<file path="config.mk">
export PLATFORM = sky130hd
export DESIGN_NAME = data_mem_unit_flat
export DESIGN_NICKNAME = d
export VERILOG_FILES = /design/src/rtl/dmem_pkg.sv /design/src/rtl/data_mem_unit_if.sv /design/src/rtl/dmem_array.sv /design/src/rtl/data_mem_unit.sv /design/src/flat_wrapper.sv
export SDC_FILE = /design/constraint.sdc
export NUM_CORES = 2
export LEC_CHECK = 0
export BUFFER_PORTS_ARGS = -buffer_cell sky130_fd_sc_hd__buf_2
export CELL_PAD_IN_SITES_DETAIL_PLACEMENT = 1
export CELL_PAD_IN_SITES_GLOBAL_PLACEMENT = 2
export CORE_MARGIN = 1.5
export CORE_UTILIZATION = 55
export DETAILED_ROUTE_END_ITERATION = 8
export GPL_TIMING_DRIVEN = 0
export HOLD_SLACK_MARGIN = 0.06
export PLACE_DENSITY = 0.85
export SKIP_LAST_GASP = 1
export SLEW_MARGIN = 0
export SYNTH_ARGS = -nofsm -noshare
export SYNTH_HDL_FRONTEND = slang
export SYNTH_SLANG_ARGS = --single-unit
</file>
<file path="constraint.sdc">
create_clock -name clk -period 5.4 [get_ports clk]
set_input_delay 1.62 -clock clk [delete_from_list [all_inputs] [get_ports clk]]
set_output_delay 1.62 -clock clk [all_outputs]
set_load 0.1 [all_outputs]
</file>
<file path="src/rtl/dmem_pkg.sv">
// Shared types and constants for the data memory unit.
package dmem_pkg;

    localparam int WORD_W  = 16;
    localparam int LAT_MIN = 1;
    localparam int LAT_MAX = 7;

    typedef enum logic [1:0] {
        IDLE,
        BUSY,
        DONE
    } dmem_state_t;

endpackage

</file>
<file path="src/rtl/data_mem_unit_if.sv">
// Memory-stage request/response bundle between the pipeline and data_mem_unit.
interface data_mem_unit_if;
    import dmem_pkg::*;

    logic              mem_read;
    logic              mem_write;
    logic [15:0]       addr;
    logic [WORD_W-1:0] wdata;
    logic [WORD_W-1:0] rdata;
    logic              stall;
    logic              err;

    modport master (
        output mem_read, mem_write, addr, wdata,
        input  rdata, stall, err
    );

    modport slave (
        input  mem_read, mem_write, addr, wdata,
        output rdata, stall, err
    );
endinterface

</file>
<file path="src/rtl/dmem_array.sv">
// 2^ADDR_W x 16 synchronous single-port RAM with registered read (read-before-write).
module dmem_array
    import dmem_pkg::*;
#(
    parameter int ADDR_W = 8
) (
    input  logic              clk,
    input  logic              we,
    input  logic [ADDR_W-1:0] addr,
    input  logic [WORD_W-1:0] wdata,
    output logic [WORD_W-1:0] rdata
);
    logic [WORD_W-1:0] mem [0:(1 << ADDR_W) - 1];

    always_ff @(posedge clk) begin
        if (we) begin
            mem[addr] <= wdata;
        end
        rdata <= mem[addr];
    end
endmodule

</file>
<file path="src/rtl/data_mem_unit.sv">
// Multi-cycle data memory with stall handshake and sticky error flag.
// Optional one-entry background write buffer: define DMEM_WRITE_BUFFER_EN.
module data_mem_unit
    import dmem_pkg::*;
#(
    parameter int ADDR_W  = 8,
    parameter int LATENCY = 2
) (
    input  logic           clk,
    input  logic           rst,
    data_mem_unit_if.slave bus
);
    localparam int LAT = (LATENCY < LAT_MIN) ? LAT_MIN :
                         (LATENCY > LAT_MAX) ? LAT_MAX : LATENCY;
    localparam logic [2:0] LAT_M1 = 3'(LAT - 1);

    dmem_state_t       state;
    logic [2:0]        cnt;
    logic              op_store;
    logic              err_q;
    logic [WORD_W-1:0] rdata_q;
    logic [WORD_W-1:0] rdata_c;
    logic [WORD_W-1:0] arr_q;
    logic [WORD_W-1:0] arr_wdata;
    logic [ADDR_W-1:0] word_addr;
    logic [ADDR_W-1:0] arr_addr;
    logic              is_load;
    logic              is_store;
    logic              start;
    logic              busy_last;
    logic              arr_we;
    logic              stall_c;

    assign word_addr = bus.addr[ADDR_W-1:0];
    assign is_store  = bus.mem_write;
    assign is_load   = bus.mem_read & ~bus.mem_write;
    // IDLE counts as the first stall cycle, so BUSY ends when the count reaches 1.
    assign busy_last = (state == BUSY) && (cnt <= 3'd1);

    if (ADDR_W < 16) begin : g_addr_hi
        logic unused_addr_hi;
        assign unused_addr_hi = ^bus.addr[15:ADDR_W];
    end

`ifdef DMEM_WRITE_BUFFER_EN
    logic              buf_valid;
    logic [ADDR_W-1:0] buf_addr;
    logic [WORD_W-1:0] buf_data;
    logic [2:0]        dcnt;
    logic              buf_hit;
    logic              drain_now;
    logic              buf_free;
    logic              capture;
    logic              load_hit;

    assign buf_hit   = buf_valid && (word_addr == buf_addr);
    assign drain_now = buf_valid && (dcnt == '0);
    // A store may refill the buffer on the same edge the old entry is written.
    assign buf_free  = !buf_valid || drain_now;
    assign capture   = (state == IDLE) && is_store && buf_free;
    assign load_hit  = (state == IDLE) && is_load && buf_hit;
    assign start     = (state == IDLE) && is_load && !buf_valid;
    assign stall_c   = ((state == IDLE) && is_store && !buf_free) ||
                       ((state == IDLE) && is_load && buf_valid && !buf_hit) ||
                       start || (state == BUSY);
    assign arr_we    = drain_now;
    assign arr_addr  = drain_now ? buf_addr : word_addr;
    assign arr_wdata = buf_data;

    always_ff @(posedge clk or posedge rst) begin
        if (rst) begin
            buf_valid <= 1'b0;
            buf_addr  <= '0;
            buf_data  <= '0;
            dcnt      <= '0;
        end else if (capture) begin
            buf_valid <= 1'b1;
            buf_addr  <= word_addr;
            buf_data  <= bus.wdata;
            dcnt      <= LAT_M1;
        end else if (drain_now) begin
            buf_valid <= 1'b0;
        end else if (buf_valid) begin
            dcnt <= dcnt - 3'd1;
        end
    end
`else
    assign start     = (state == IDLE) && (is_load || is_store);
    assign stall_c   = start || (state == BUSY);
    assign arr_we    = (start && (LAT == 1) && is_store) || (busy_last && op_store);
    assign arr_addr  = word_addr;
    assign arr_wdata = bus.wdata;
`endif

    always_ff @(posedge clk or posedge rst) begin
        if (rst) begin
            state    <= IDLE;
            cnt      <= '0;
            op_store <= 1'b0;
            rdata_q  <= '0;
            err_q    <= 1'b0;
        end else begin
            if ((state == IDLE) && bus.mem_read && bus.mem_write) begin
                err_q <= 1'b1;
            end
            case (state)
                IDLE: begin
                    if (start) begin
                        op_store <= is_store;
                        if (LAT == 1) begin
                            state <= DONE;
                            cnt   <= '0;
                        end else begin
                            state <= BUSY;
                            cnt   <= LAT_M1;
                        end
                    end
`ifdef DMEM_WRITE_BUFFER_EN
                    if (load_hit) begin
                        rdata_q <= buf_data;
                    end
`endif
                end
                BUSY: begin
                    if (busy_last) begin
                        state <= DONE;
                        cnt   <= '0;
                    end else begin
                        cnt <= cnt - 3'd1;
                    end
                end
                DONE: begin
                    if (!op_store) begin
                        rdata_q <= arr_q;
                    end
                    state <= IDLE;
                end
                default: state <= IDLE;
            endcase
        end
    end

    always_comb begin
        rdata_c = rdata_q;
        if ((state == DONE) && !op_store) begin
            rdata_c = arr_q;
        end
`ifdef DMEM_WRITE_BUFFER_EN
        if (load_hit) begin
            rdata_c = buf_data;
        end
`endif
    end

    assign bus.rdata = rdata_c;
    assign bus.stall = stall_c & ~rst;
    assign bus.err   = err_q;

    dmem_array #(
        .ADDR_W(ADDR_W)
    ) u_array (
        .clk   (clk),
        .we    (arr_we),
        .addr  (arr_addr),
        .wdata (arr_wdata),
        .rdata (arr_q)
    );
endmodule

</file>
<file path="src/flat_wrapper.sv">
// flat-port wrapper written by rule: the top's interface ports become plain ports
module data_mem_unit_flat import dmem_pkg::*;
#(
    parameter int ADDR_W  = 8,
    parameter int LATENCY = 2
)
  (clk, rst, bus_mem_read, bus_mem_write, bus_addr, bus_wdata, bus_rdata, bus_stall, bus_err);
  data_mem_unit_if bus_i ();
  input  logic clk;
  input  logic rst;
  input wire logic [$bits(bus_i.mem_read)-1:0] bus_mem_read;
  input wire logic [$bits(bus_i.mem_write)-1:0] bus_mem_write;
  input wire logic [$bits(bus_i.addr)-1:0] bus_addr;
  input wire logic [$bits(bus_i.wdata)-1:0] bus_wdata;
  output wire logic [$bits(bus_i.rdata)-1:0] bus_rdata;
  output wire logic [$bits(bus_i.stall)-1:0] bus_stall;
  output wire logic [$bits(bus_i.err)-1:0] bus_err;
  assign bus_i.mem_read = bus_mem_read;
  assign bus_i.mem_write = bus_mem_write;
  assign bus_i.addr = bus_addr;
  assign bus_i.wdata = bus_wdata;
  assign bus_rdata = bus_i.rdata;
  assign bus_stall = bus_i.stall;
  assign bus_err = bus_i.err;
  data_mem_unit #(.ADDR_W(ADDR_W), .LATENCY(LATENCY)) u_core (.clk(clk), .rst(rst), .bus(bus_i));
endmodule
</file>
; After elaboration in Yosys (flattened, before gate mapping)
; Memories as Yosys holds them, arrays and structs flattened. A register that Yosys moved wholly into a read port is not among the register bits.
; Index checks and enable logic that the tools add are counted.
[word_totals]
ram_bits = 4096
out_inout_bits = 18
register_bits = 23
mem_count = 1
latchBits = 0
romBits = 0
[mem_list]
columns = name, words, word_bits, rd, rd_ports_with_merged_regs, wr, line_no
row1 = u_core.u_array.mem, 256, 16, 1, 1, 1, dmem_array.sv:13  ; logic [WORD_W-1:0] mem [0:(1 << ADDR_W) - 1];
[classes]
n_shift = 0
eq_ne = 4
addsub = 1
n_reduce_logical = 15
n_bitwise = 5
n_mux = 9
div = 0
n_lt_le_gt_ge = 1
n_mul = 0
[op_table]
columns = op, n
row1 = two-way mux 16 bit, 1
row2 = AND reduction 2 bit, 4
row3 = logical AND 1 bit, 6
row4 = two-way mux 3 bit, 2
row5 = one-hot mux 3 bit (2 select lines), 1
row6 = two-way mux 2 bit, 2
row7 = inequality test 2 x 1 -> 1 bit (second input constant), 2
row8 = one-hot mux 2 bit (2 select lines), 1
row9 = less-or-equal comparator 3 x 1 -> 1 bit (second input constant), 1
row10 = NOT 1 bit, 3
row11 = subtractor 3 x 1 -> 3 bit (second input constant), 1
row12 = AND 1 bit, 2
row13 = == test 2 x 1 -> 1 bit (second input constant), 1
row14 = == test 2 bit (second input constant), 1
row15 = logical NOT 2 bit, 1
row16 = logical OR 1 bit, 2
row17 = two-way mux 1 bit, 2
row18 = nonzero test 2 bit, 1
row19 = logical NOT 1 bit, 1

; Logic depth before layout (Yosys ltp)
[logic_depth]
ltp_word = 6
depth_mapped = 8
ltp_nobuf = 7

; By module
; Synthesis repeated with hierarchy kept, for this count alone.
[hier_totals]
hier_cells = 6795
hier_area_um2 = 156363.7
[modules_own_cells]
columns = module, cells_per_inst, instances, area_each_um2
row1 = dmem_array, 6727, 1, 155399.0
row2 = data_mem_unit, 68, 1, 964.7

; Least setup slack after synthesis
; No wires, ideal clock.
[synth_timing]
path_kind = input-to-output
start = input port bus_mem_write
end = output port bus_stall
path_stages = 3
required_ns = 3.780
n_path_buf = 0
path_slack_ns = 0.575
t_arrival_ns = 3.205
cell_sequence = nor3_1 or2_2 nor2_1
[synth_via]
elab_chain_cells = 6
[synth_lines]
columns = item, line_no
row1 = from (decl), flat_wrapper.sv:12  ; input wire logic [$bits(bus_i.mem_write)-1:0] bus_mem_write;
row2 = NOT 1 bit, data_mem_unit.sv:36  ; assign is_load = bus.mem_read & ~bus.mem_write;
row3 = AND 1 bit, data_mem_unit.sv:36
row4 = logical OR 1 bit (*), data_mem_unit.sv:88  ; assign start = (state == IDLE) && (is_load || is_store);
row5 = logical AND 1 bit (*), data_mem_unit.sv:88
row6 = logical OR 1 bit (*), data_mem_unit.sv:89  ; assign stall_c = start || (state == BUSY);
row7 = AND 1 bit (*), data_mem_unit.sv:156  ; assign bus.stall = stall_c & ~rst;
row8 = to (decl), flat_wrapper.sv:16  ; output wire logic [$bits(bus_i.stall)-1:0] bus_stall;
; Every way passes the cells marked *; elsewhere a longest branch is shown, timed or not.

==> results.yml <==
place:
  portBuffers: 43
  postPlaceCellArea_um2: 164000
  hpwl_um: 299000
  gp_congestion: 1.01
  placedCellCount: 10700
sta:
  slew_headroom_pct: 7.77
  drv_slew: 0
  hold_slack_ns: 0.463
  fin_ws_ns: -0.215
  finalHoldViolations: 0
  fin_skew_ns: 0.0445
  fin_crit_sh_pct: 104
  fmax_mhz: 178
  rsz0062_at_grt: "yes"
  worst_slew_pin_slew_ns: 1.38
  setup_viol: 306
  period_needed_ns: 5.61
critical_path:
  crit_chain: "buf_2 -> nor2b_1 -> clkbuf_2 -> clkbuf_2 -> clkbuf_1 -> a22oi_1 -> a21oi_1 -> o41ai_2 -> nand4_1"
  r2r-end: "u_core.u_array.mem[219][4]$_DFFE_PP_"
  crit_buf_inv: 4
  critPathMaxStageDelay_ns: 1.16
  setup.worst_path.class: "input pin to flop"
  cp-startpoint: "bus_addr[3]"
  cpMostUsedCell: "clkbuf_2"
  cp_top_family: "buffers and inverters"
  cp_num_cells: 9
  end_kind: "flop"
  critPathCapture: "u_core.u_array.rdata[6]$_DFF_P_"
  r2r-start: "u_core.cnt[1]$_DFFE_PP0P_"
  reg2reg_slack_ns: 0.64
  cp.arrival_ns: 6.27
  cp_slowest_cell: "o41ai_2"
  rr_worst_depth: 9
  critical_path_required_ns: 6.05
  critPathMaxFanout: 10
  start_kind: "input pin"
layout:
  multi_input_area_um2: 31500
  nFillCells: 22200
  seqCellArea_um2: 124000
  stdcell_count: 11500
  final_area_um2: 178000
  syn_to_final_growth_pct: 14.1
  finalNetCount: 7404
  drive_above_1_share_pct: 29.1
synth:
  ys_seq_area_share_pct: 79.4
  ys.flop_type: "edfxtp_1"
  syn-cell-area_um2: 156000
  synthCells: 6771
  synthTopCellsByCount: "edfxtp_1 (4096), mux4_2 (1024), a22oi_1 (512)"
  synth_edf_count: 4096
  syn_avg_cell_area_um2: 23.0
  synth.distinct_cells: 32
  synth_seq_cells: 4135
  syn-num-nets: 6809
  yosysTopAreaCellShare_pct: 78.8
  synth_warnings: 0
  synth.area.top_cells: "edfxtp_1 (79%), mux4_2 (15%), a22oi_1 (2.5%), a21oi_1 (0.82%), nor2_1 (0.64%)"
  synth.most_common_cell: "edfxtp_1"
  async_reset_ff_share_pct: 0.556
  synth_top_cell_by_area: "edfxtp_1"
clock_tree:
  ctsRootBufferMaster: "clkbuf_16"
  cts.hold.buffers_added: 0
  cts_tree: "yes"
  cts_setup_buffers: 0
  cts_buffers: 406
  htree_levels: 5
  clock_latency_ns: 0.98
  cts-resized-gates: 56
  clk_pin_slew_ns: 0.06
  clock_path_buffers: 4
  clkSinkCount: 4135
global_route:
  grt_max_degree: 145
  grt_usage_pct: 33.5
  grt_overflow: 0
  antenna_found_initial: 33
  grt_pass1_wl_um: 661000
  grt_pass1_vias: 82300
min_path:
  min_path_type: "flop to flop"
pwr:
  total_power_mw: 67.9
  max-vdd-ir-drop_mv: 0.301
  p_leak_nw: 54.4
  powerDensity_nw_per_um2: 382
routing:
  postRouteAntennaNets: 0
  wirelength_um: 477000
  vias_per_cell: 7.06
  first_pass_iters: 6
  wire_per_inst_um: 41.6
  drcViolationCount: 0
  drt_iter0_markers: 13200
  vias: 80800
floorplan:
  core-area_um2: 282000
  pin_count: 54
  fp-row-count: 195
  initial_core_util_pct: 55.3
  die_w_um: 536
  die_h_um: 536
  die_area_um2: 287000
flow_run:
  cap_viol_max_count: 0
run_status:
  status: "finished with violations"
  violations: "setup timing"
[state kept, by name, summed over array words and instances (netlist names)]
register              count
u_core.state              2
u_core.rdata_q           16
u_core.op_store           1
u_core.bus.err            1
u_core.cnt                3
u_core.u_array.rdata     16
u_core.u_array.mem     4096
[cells in the final DEF (no fill, tap or decap), types with 41 or more instances in the layout]
cell type	instances
buf_1	41
edfxtp_1	4096
nor2_4	42
buf_2	127
nor2_2	214
clkinv_2	66
a21oi_1	257
a22oi_1	512
clkinv_1	83
clkbuf_16	412
clkbuf_1	307
buf_8	87
mux4_2	1024
o41ai_1	45
[worst min-delay path by stage]
stage / startpoint / cells after the start / endpoint
global route: u_core.bus.err$_DFFE_PP0P_ / 1 / u_core.bus.err$_DFFE_PP0P_
floorplan: u_core.cnt[1]$_DFFE_PP0P_ / 2 / u_core.cnt[1]$_DFFE_PP0P_
detailed placement: u_core.bus.err$_DFFE_PP0P_ / 1 / u_core.bus.err$_DFFE_PP0P_
global placement: u_core.bus.err$_DFFE_PP0P_ / 1 / u_core.bus.err$_DFFE_PP0P_
finish: u_core.bus.err$_DFFE_PP0P_ / 1 / u_core.bus.err$_DFFE_PP0P_
CTS: u_core.bus.err$_DFFE_PP0P_ / 1 / u_core.bus.err$_DFFE_PP0P_
[per-layer routing]
layer / up-vias / global-route usage, % / wire length (um)
met3: 1086 / 9.74 / 60600
met2: 6246 / 50.6 / 220000
met5: - / 0 / 99
met4: 16 / 17.4 / 29300
li1: 30400 / - / -
met1: 43000 / 44.9 / 167000
[logic make-up (layout without fill, tap and decap cells)]
family	count (synthesis)	count (layout)	share of synthesized area, %
AOI/OAI and AO/OA	841	841	3.68
adders and majority gates	2	2	0.0160
buffers and inverters	416	1338	1.11
DFF	4135	4135	79.4
muxes	1040	1040	14.9
other	0	15	0
and+or+nand+nor	337	337	0.883
[power by group]
group / switching [mW] / internal (mW) / leakage, nW
Sequential: 0.0700 / 35.4 / 37.2
Clock: 12.5 / 15.8 / 6.34
Combinational: 3.04 / 1.15 / 10.8
[stage by stage]
step	utilization [%]	setup slack, ns	TNS [ns]
final	63.0	-0.215	-26.99
after global routing	63.0	-0.0702	-0.419
after CTS	63.0	-0.0914	-3.83
after detailed placement	58.3	-2.70	-4124.34
after global placement	57.0	-3.79	-
after floorplan	-	0.575	0
[final cells by class]
class / instances / share of cell area (%)
antenna: 15 / 0.0211
buffer: 410 / 0.992
clock buffer: 503 / 6.00
clock inverter: 232 / 1.35
inverter: 3 / 0.00633
multi-input combinational: 2220 / 17.7
sequential: 4135 / 69.6
tap: 3743 / 2.63
timing repair buffer: 190 / 1.66
No activity file was read; power rests on OpenSTA's default activity.
